<file path="src/rtl/lsu_pkg.sv">
`default_nettype none
// +----------------------------------------------------------------------------+
// | Module   : lsu_pkg                                                         |
// | Purpose  : Shared encodings and helpers for the load/store controller:     |
// |            access-size codes, controller state enum and the alignment      |
// |            check applied when a request is accepted.                       |
// | Ports    : none (package)                                                  |
// | Config   : LSU_SUBWORD_EN is resolved by the caller, which passes it to    |
// |            lsu_misaligned() as the subword_en argument.                    |
// | Revision : 1.0  initial release                                            |
// +----------------------------------------------------------------------------+
package lsu_pkg;

   localparam logic [1:0] SZ_BYTE = 2'd0;
   localparam logic [1:0] SZ_HALF = 2'd1;
   localparam logic [1:0] SZ_WORD = 2'd2;

   typedef enum logic [1:0] {
      ST_IDLE  = 2'd0,
      ST_READ  = 2'd1,
      ST_WRITE = 2'd2
   } lsu_state_t;

   // Returns 1 when the access cannot be performed: reserved size, a
   // misaligned half/word, or any sub-word access when sub-word support
   // is not built in.
   function automatic logic lsu_misaligned(input logic [1:0] size,
                                           input logic [1:0] addr_lo,
                                           input logic       subword_en);
      logic err;
      err = 1'b0;
      case (size)
         SZ_BYTE: err = !subword_en;
         SZ_HALF: err = !subword_en || addr_lo[0];
         SZ_WORD: err = (addr_lo != 2'b00);
         default: err = 1'b1;
      endcase
      return err;
   endfunction

endpackage
`default_nettype wire

</file>
<file path="src/rtl/lsu_lane_merge.sv">
`default_nettype none
// +----------------------------------------------------------------------------+
// | Module   : lsu_lane_merge                                                  |
// | Purpose  : Combinational little-endian lane logic. Builds the store word   |
// |            for a byte/half read-modify-write and the sign/zero-extended    |
// |            load result from a memory word.                                 |
// | Ports    : old_word_i  32  word read from memory                           |
// |            wdata_i     32  right-aligned store data                        |
// |            addr_lo_i    2  byte offset inside the word                     |
// |            size_i       2  access size (lsu_pkg SZ_*)                      |
// |            signed_i     1  sign-extend loads when 1                        |
// |            merged_o    32  old word with selected lanes replaced           |
// |            load_ext_o  32  selected lanes shifted to bit 0 and extended    |
// | Config   : only instantiated when LSU_SUBWORD_EN is defined.               |
// | Revision : 1.0  initial release                                            |
// +----------------------------------------------------------------------------+
module lsu_lane_merge
   import lsu_pkg::*;
(
   input  logic [31:0] old_word_i,
   input  logic [31:0] wdata_i,
   input  logic [1:0]  addr_lo_i,
   input  logic [1:0]  size_i,
   input  logic        signed_i,
   output logic [31:0] merged_o,
   output logic [31:0] load_ext_o
);

   logic [7:0]  byte_sel;
   logic [15:0] half_sel;
   logic [4:0]  byte_shift;

   assign byte_shift = {addr_lo_i, 3'b000};

   always_comb begin
      merged_o   = old_word_i;
      load_ext_o = old_word_i;
      byte_sel   = old_word_i[byte_shift +: 8];
      half_sel   = addr_lo_i[1] ? old_word_i[31:16] : old_word_i[15:0];
      case (size_i)
         SZ_BYTE: begin
            merged_o[byte_shift +: 8] = wdata_i[7:0];
            load_ext_o = {{24{signed_i & byte_sel[7]}}, byte_sel};
         end
         SZ_HALF: begin
            if (addr_lo_i[1]) begin
               merged_o[31:16] = wdata_i[15:0];
            end else begin
               merged_o[15:0] = wdata_i[15:0];
            end
            load_ext_o = {{16{signed_i & half_sel[15]}}, half_sel};
         end
         default: begin
            // Word accesses pass straight through.
            merged_o   = wdata_i;
            load_ext_o = old_word_i;
         end
      endcase
   end

endmodule
`default_nettype wire

</file>
<file path="src/rtl/lsu_ctrl.sv">
`default_nettype none
// +----------------------------------------------------------------------------+
// | Module   : lsu_ctrl                                                        |
// | Purpose  : MEM-stage load/store controller. Accepts one request at a time, |
// |            drives a word-addressed data memory and returns a one-cycle     |
// |            response with extended load data or an error flag.             |
// | Ports    : clock, reset        clock / async active-high reset             |
// |            req_valid/req_ready request handshake (ready == IDLE)           |
// |            req_write/size/signed/addr/wdata   request fields               |
// |            resp_valid/err/rdata               one-cycle response           |
// |            mem_address/data_in/write          memory command              |
// |            mem_data_out                       memory read data            |
// | Config   : LSU_SUBWORD_EN  enables byte/half access (read-modify-write     |
// |            for stores); undefined makes byte/half requests errors.         |
// | Revision : 1.0  initial release                                            |
// +----------------------------------------------------------------------------+
module lsu_ctrl
   import lsu_pkg::*;
#(
   parameter int ADDR_W = 32,
   parameter int DATA_W = 32
)(
   input  logic              clock,
   input  logic              reset,
   input  logic              req_valid,
   output logic              req_ready,
   input  logic              req_write,
   input  logic [1:0]        req_size,
   input  logic              req_signed,
   input  logic [ADDR_W-1:0] req_addr,
   input  logic [DATA_W-1:0] req_wdata,
   output logic              resp_valid,
   output logic              resp_err,
   output logic [DATA_W-1:0] resp_rdata,
   output logic [ADDR_W-1:0] mem_address,
   output logic [DATA_W-1:0] mem_data_in,
   output logic              mem_write,
   input  logic [DATA_W-1:0] mem_data_out
);

`ifdef LSU_SUBWORD_EN
   localparam logic SUBWORD_EN = 1'b1;
`else
   localparam logic SUBWORD_EN = 1'b0;
`endif

   lsu_state_t        state_q, state_d;
   logic [ADDR_W-1:0] mem_address_q, mem_address_d;
   logic [DATA_W-1:0] mem_data_in_q, mem_data_in_d;
   logic              resp_valid_q, resp_valid_d;
   logic              resp_err_q, resp_err_d;
   logic [DATA_W-1:0] resp_rdata_q, resp_rdata_d;

   logic accept;
   logic misaligned;

   assign accept     = req_valid && (state_q == ST_IDLE);
   assign misaligned = lsu_misaligned(req_size, req_addr[1:0], SUBWORD_EN);

`ifdef LSU_SUBWORD_EN
   // Request fields needed after accept for extract / merge.
   logic              write_q, write_d;
   logic [1:0]        size_q, size_d;
   logic              signed_q, signed_d;
   logic [1:0]        addr_lo_q, addr_lo_d;
   logic [DATA_W-1:0] wdata_q, wdata_d;
   logic [31:0]       merged_word;
   logic [31:0]       load_word;

   lsu_lane_merge u_lane_merge (
      .old_word_i (mem_data_out),
      .wdata_i    (wdata_q),
      .addr_lo_i  (addr_lo_q),
      .size_i     (size_q),
      .signed_i   (signed_q),
      .merged_o   (merged_word),
      .load_ext_o (load_word)
   );
`else
   logic unused_signed;
   assign unused_signed = req_signed;
`endif

   always_ff @(posedge clock or posedge reset) begin
      if (reset) begin
         state_q       <= ST_IDLE;
         mem_address_q <= '0;
         mem_data_in_q <= '0;
         resp_valid_q  <= 1'b0;
         resp_err_q    <= 1'b0;
         resp_rdata_q  <= '0;
`ifdef LSU_SUBWORD_EN
         write_q       <= 1'b0;
         size_q        <= SZ_WORD;
         signed_q      <= 1'b0;
         addr_lo_q     <= 2'b00;
         wdata_q       <= '0;
`endif
      end else begin
         state_q       <= state_d;
         mem_address_q <= mem_address_d;
         mem_data_in_q <= mem_data_in_d;
         resp_valid_q  <= resp_valid_d;
         resp_err_q    <= resp_err_d;
         resp_rdata_q  <= resp_rdata_d;
`ifdef LSU_SUBWORD_EN
         write_q       <= write_d;
         size_q        <= size_d;
         signed_q      <= signed_d;
         addr_lo_q     <= addr_lo_d;
         wdata_q       <= wdata_d;
`endif
      end
   end

   always_comb begin
      state_d       = state_q;
      mem_address_d = mem_address_q;
      mem_data_in_d = mem_data_in_q;
      resp_valid_d  = 1'b0;
      resp_err_d    = 1'b0;
      resp_rdata_d  = '0;
`ifdef LSU_SUBWORD_EN
      write_d       = write_q;
      size_d        = size_q;
      signed_d      = signed_q;
      addr_lo_d     = addr_lo_q;
      wdata_d       = wdata_q;
`endif
      case (state_q)
         ST_IDLE: begin
            if (accept) begin
               mem_address_d = {req_addr[ADDR_W-1:2], 2'b00};
`ifdef LSU_SUBWORD_EN
               write_d   = req_write;
               size_d    = req_size;
               signed_d  = req_signed;
               addr_lo_d = req_addr[1:0];
               wdata_d   = req_wdata;
`endif
               if (misaligned) begin
                  // Error response next cycle; memory is never touched.
                  resp_valid_d = 1'b1;
                  resp_err_d   = 1'b1;
               end else if (req_write) begin
                  mem_data_in_d = req_wdata;
`ifdef LSU_SUBWORD_EN
                  // Sub-word stores fetch the old word first.
                  state_d = (req_size == SZ_WORD) ? ST_WRITE : ST_READ;
`else
                  state_d = ST_WRITE;
`endif
               end else begin
                  state_d = ST_READ;
               end
            end
         end
         ST_READ: begin
`ifdef LSU_SUBWORD_EN
            if (write_q) begin
               mem_data_in_d = merged_word;
               state_d       = ST_WRITE;
            end else begin
               resp_valid_d = 1'b1;
               resp_rdata_d = load_word;
               state_d      = ST_IDLE;
            end
`else
            resp_valid_d = 1'b1;
            resp_rdata_d = mem_data_out;
            state_d      = ST_IDLE;
`endif
         end
         ST_WRITE: begin
            resp_valid_d = 1'b1;
            state_d      = ST_IDLE;
         end
         default: begin
            state_d = ST_IDLE;
         end
      endcase
   end

   // Decoded straight from the state register so reset removes the write
   // strobe asynchronously.
   assign mem_write   = (state_q == ST_WRITE);
   assign req_ready   = (state_q == ST_IDLE);
   assign mem_address = mem_address_q;
   assign mem_data_in = mem_data_in_q;
   assign resp_valid  = resp_valid_q;
   assign resp_err    = resp_err_q;
   assign resp_rdata  = resp_rdata_q;

endmodule
`default_nettype wire
</file>
<file path="config.mk">
export PLATFORM = sky130hd
export DESIGN_NAME = lsu_ctrl
export DESIGN_NICKNAME = d
export VERILOG_FILES = /design/src/rtl/lsu_pkg.sv /design/src/rtl/lsu_lane_merge.sv /design/src/rtl/lsu_ctrl.sv
export SDC_FILE = /design/constraint.sdc
export NUM_CORES = 1
export LEC_CHECK = 0
export CAP_MARGIN = 20
export CORE_UTILIZATION = 40
export CTS_BUF_LIST = sky130_fd_sc_hd__clkbuf_8
export CTS_CLUSTER_DIAMETER = 150
export CTS_CLUSTER_SIZE = 30
export DETAILED_ROUTE_END_ITERATION = 10
export PLACE_DENSITY_LB_ADDON = 0.25
export SLEW_MARGIN = 10
export SYNTH_ARGS = -nofsm -noshare
export SYNTH_HDL_FRONTEND = slang
export SYNTH_HIERARCHICAL = 1
export SYNTH_SLANG_ARGS = --single-unit
</file>
<file path="constraint.sdc">
create_clock -name clock -period 3.9 [get_ports clock]
set_input_delay 0.585 -clock clock [delete_from_list [all_inputs] [get_ports clock]]
set_output_delay 0.585 -clock clock [all_outputs]
set_load 0.1 [all_outputs]
</file>
==> metrics.txt, run 1 <==
status finished, violations left; failing checks design-rule violations; TritonCTS clock tree done; Crit Path Max Fanout 4; routed vias/inst 4.58; share of Yosys cell area claimed by the top area cell type 66.5%; Final Hold Viols 0; DRC 10; Slew @ Worst Pin roughly 1.0 ns; Max H-tree Level 3; Initial Util between 40% and 50%; top_reg_cell synth dfrtp_1; delay-heaviest family, CP buffers and inverters; final wirelength roughly 8.6 mm; max frequency 0.343 GHz; Post-Syn Area 0.00369 mm²; fin crit period approximately 2.9 ns; mean routed wirelength per cell 16.0 µm; Initial DRT Pass Iterations 10; count of cell types in the netlist 19; CTS Buf Count 9; Max-Cap Viols 0; Layout area overhead 62.1%; full die area 0.00961 mm²; CP required around 3.3 ns; WP buf/inv 2; WS Path Type flop to primary output; synthesis-stage register bit count 98; Site Rows 34; crit start category flop; Post-synth EDFFs 0; largest cells by area after synthesis dfrtp_1, mux2_4, mux2_2; first-pass GRT wire length about 14 mm; via count between 2000 and 2500; Setup TNS 0 ns; Final Setup Violations 0; initial antenna violation count 0; critical path arrival between 2 and 2.5 ns; biggest area consumer among synthesized cells dfrtp_1; met1 wire length approximately 3.0 mm; Post-Synthesis Cells 221; Worst-Skew Late Latency approximately 0.35 ns; RSZ-0062 raised after global routing no; slew margin rel. roughly 30%; Post-DP HPWL between 6 and 7 mm; Mapped Avg Cell Area between 15 and 20 µm²; reg-to-reg slack, setup 1.84 ns; NumNets Final roughly 530; Post-CTS Setup Inserts 0; Max Slew Vio Count 0; critical path's largest stage delay between 1 and 1.5 ns; Routed met2 length approximately 4.5 mm; starting DRC count in detailed routing 42; Hold Buf Count CTS 0; antenna cells 0; CTS Sinks between 90 and 100; root buffer cell clkbuf_8; routability cong. just under 0.7; CP Capture Type primary output; period utilization between 70 and 80%; layout cells sized above 1 ~20%; met3 wire length 1.02 mm; CTS Buffer Depth 2; Post-synth top cells dfrtp_1, and2_1, mux2_2; Die Ht ~98 µm; clock-pin slew on the worst setup and hold paths about 0.090 ns; count leader, synth dfrtp_1; Global Route Usage Sum 18.9%; CTS resizes 0; top sig layer met4; Post-DRT Antenna Nets 0; ys async rst share 100%; clock skew between 0.01 and 0.015 ns; cells along the critical path inv_1 > ha_1 > clkdlybuf4s50_1; count of input and output buffers a little under 200; die width a little under 100 µm; largest net degree at the start of global routing 56; vias in the first global route 2717; fraction of the yosys area taken by sequential cells between 60% and 70%; core area around 0.0088 mm²; Yosys warning count 6; worst hold path type flop to flop; CP max-delay cell clkdlybuf4s50_1; io pins approximately 200; Remaining Overflow, GRT 0
-- path summary, 6_finish.rpt --
path | start | to | cells after the start
max | state_q[1] | req_ready | 3
min | mem_address[16] | mem_address[16] | 1
max reg2reg | state_q[1] | mem_data_in[21] | 5
min reg2reg | mem_address[16] | mem_address[16] | 1
max in group asynchronous | reset | mem_address[26] | 3
min in group asynchronous | reset | mem_address[15] | 2
-- per-layer routing --
layer	up-vias	GRT usage, %
li1	1136	-
met1	1207	19.4
met2	114	33.3
met3	9	9.81
met4	0	5.94
met5	-	0
-- layout make-up --
cell class | count | area (µm²)
Clock buffer | 9 | 124
Clock inverter | 7 | 76.3
Fill cell | 659 | 2830
Inverter | 4 | 17.5
Multi-Input combinational cell | 109 | 1150
Sequential cell | 98 | 2450
Tap cell | 108 | 135
Timing Repair Buffer | 203 | 2020
-- state kept, by name, summed over array words and instances, names as in the netlist --
| register | cells |
|---|---|
| resp_rdata | 32 |
| state_q | 2 |
| resp_err | 1 |
| mem_data_in | 32 |
| resp_valid | 1 |
| mem_address | 30 |
-- cell families (layout without fill, tap and decap cells) --
kind of cell	after synthesis	count (layout)	synth area share [%]
AO/OA/AOI/OAI	4	4	0.814
other	1	2	0.102
AND/OR/NAND/NOR	37	37	7.02
multiplexers	62	62	21.9
buffers and inverters	15	223	2.37
flip-flops	98	98	66.5
adder cells (fa/ha/maj)	4	4	1.36
-- through the flow --
step / cells / util [%] / area (µm²) / hold WS (ns) / setup WS (ns)
2_1_floorplan: 222 / - / 3690 / 0.574 / 0.753
3_3_place_gp: 522 / 65.6 / 5780 / 0.487 / 1.07
3_5_place_dp: 522 / 65.6 / 5780 / 0.493 / 1.02
4_1_cts: 538 / 67.9 / 5980 / 0.515 / 0.938
5_1_grt: 538 / 67.9 / 5980 / 0.537 / 0.884
6_report: 538 / 67.9 / 5980 / 0.512 / 0.987
-- cell usage in the layout (no fill, tap or decap), drive strengths merged --
master / netlist / layout
a211oi: 1 / 1
a21oi: 1 / 1
and2: 33 / 33
buf: 6 / 4
bufinv: 0 / 1
clkbuf: 5 / 9
clkdlybuf4s50: 0 / 199
clkinv: 0 / 1
clkinvlp: 0 / 1
conb: 1 / 2
dfrtp: 98 / 98
ha: 4 / 4
inv: 4 / 8
mux2: 62 / 62
nand2: 1 / 1
nand4: 1 / 1
nor2: 1 / 1
nor4b: 1 / 1
o21ba: 1 / 1
o31ai: 1 / 1
Power of run 1 is not shown: default switching activity piles up to over one toggle a cycle in this logic, so the estimate is an artifact.
==> run 2: changes to the inputs <==
==> constraint.sdc (replaced) <==
create_clock -name clock -period 2.7 [get_ports clock]
set_input_delay 0.405 -clock clock [delete_from_list [all_inputs] [get_ports clock]]
set_output_delay 0.405 -clock clock [all_outputs]
set_load 0.1 [all_outputs]
==> metrics.txt, run 2 (synthesis results as in run 1) <==
status finished, violations left; failing checks design-rule violations; Setup TNS 0 ns (unchanged); NumNets Final 531 (-0.19%); mean routed wirelength per cell 15.5 µm (-3.2%); largest net degree at the start of global routing 99 (+77%); period utilization a little over two thirds; Site Rows 34 (unchanged); full die area 0.00961 mm² (unchanged); Remaining Overflow, GRT 0 (unchanged); final wirelength 8.32 mm (-3.4%); slew margin rel. 47.7% (+18 points); CTS Buffer Depth 2 (unchanged); clock skew 0.0103 ns (+0.0000914 ns); WP buf/inv 2 (unchanged); Post-CTS Setup Inserts 0 (unchanged); Post-DP HPWL 6.02 mm (-7.9%); DRC 15 (+5); CTS Sinks 98 (unchanged); RSZ-0062 raised after global routing no; FF-to-FF path depth 5 (unchanged); Final Hold Viols 0 (unchanged); fin crit period around 1.9 ns; via count 2467 (+0.041%); hold depth 1 (unchanged); Global Route Usage Sum 18.3% (-0.65 points); WS Path Type flop to flop; Reg-to-Reg Start state_q[0]; root buffer cell clkbuf_8; worst hold path type flop to flop; layout cells sized above 1 42.4% (+23 points); routed vias/inst 4.59 (+0.23%); initial antenna violation count 0 (unchanged); r2r endpoint mem_data_in[2]; Filler Cells Inserted 684 (+3.8%); CTS Buf Count 9 (unchanged); Die Ht 98.0 µm (unchanged); min-delay src mem_address[4]; Max H-tree Level 3 (unchanged); crit start category flop; count of input and output buffers 199 (unchanged); routability cong. 0.681 (-0.83%); Layout area overhead 55.0%; Crit Path Max Fanout 32 (+28); Worst-Skew Late Latency 0.35 ns (about the same); antenna cells 0 (unchanged); TritonCTS clock tree done; clock-pin slew on the worst setup and hold paths 0.10 ns (about the same); delay-heaviest family, CP buffers and inverters; Initial Util 41.9% (unchanged); critical path's largest stage delay 0.48 ns (-0.72 ns); vias in the first global route 2639 (-2.9%); commonest non-fill, non-tap cell in the layout clkdlybuf4s50_1; critical path arrival 2.14 ns (-0.19 ns); cells along the critical path inv_1 > ha_1 > nand4_4 > buf_4 > mux2_2; hold slack 0.513 ns (+0.000757 ns); Initial DRT Pass Iterations 10 (unchanged); CTS resizes 0 (unchanged); reg-to-reg slack, setup 0.81 ns (-1.03 ns); Max-Cap Viols 0 (unchanged); starting DRC count in detailed routing 72 (+71%); CP Capture Type flop; most frequent cells in the layout clkdlybuf4s50_1, buf_4, dfrtp_1, and2_1, mux2_2; Hold Buf Count CTS 0 (unchanged); CP required 2.95 ns (-0.36 ns); final core utilization 65.0% (-3.0 points); Worst Hold End mem_address[4]; max frequency 0.528 GHz; Post-DRT Antenna Nets 0 (unchanged); io pins 203 (unchanged); die width 98.0 µm (unchanged); Final Setup Violations 0 (unchanged); Max Slew Vio Count 0 (unchanged); Slew @ Worst Pin 0.785 ns (-0.262 ns); first-pass GRT wire length 13.6 mm (-1.5%); core area 0.00881 mm² (unchanged); CP max-delay cell buf_4
run 2: worst max-delay path by stage:
| stage | startpoint | depth (start not counted) | end |
|---|---|---|---|
| detailed placement | req_size[0] | 5 | mem_data_in[9] |
| CTS | state_q[0] | 3 | req_ready |
| global route | state_q[0] | 5 | mem_data_in[1] |
| global placement | req_size[0] | 5 | mem_data_in[4] |
| floorplan | state_q[0] | 5 | mem_address[20] |
| finish | state_q[0] | 5 | mem_data_in[2] |
run 2: area by class of cell:
type / instances / area [µm²] / area share [%]
Clock buffer: 10 / 138 / 2.41
Timing Repair Buffer: 202 / 1780 / 31.1
Inverter: 4 / 18.8 / 0.328
Tap cell: 108 / 135 / 2.36
Clock inverter: 6 / 41.3 / 0.722
Multi-Input combinational cell: 109 / 1150 / 20.2
Sequential cell: 98 / 2450 / 42.9
run 2: stage by stage:
stage               setup WS [ns]  cell area (µm²)  std cells
floorplan                   0.438             3700        222
global placement            0.500             5540        521
detailed placement          0.447             5540        521
CTS                         0.787             5720        537
global route                0.706             5720        537
finish                      0.805             5720        537
run 2: metal layers:
| layer | track usage (%) | routed length [µm] |
|---|---|---|
| met1 | 22.6 | 3350 |
| met2 | 29.0 | 3990 |
| met3 | 6.94 | 870 |
| met4 | 6.99 | 103 |
| met5 | 0 | 0 |
Power of run 2 is left out for the same reason.
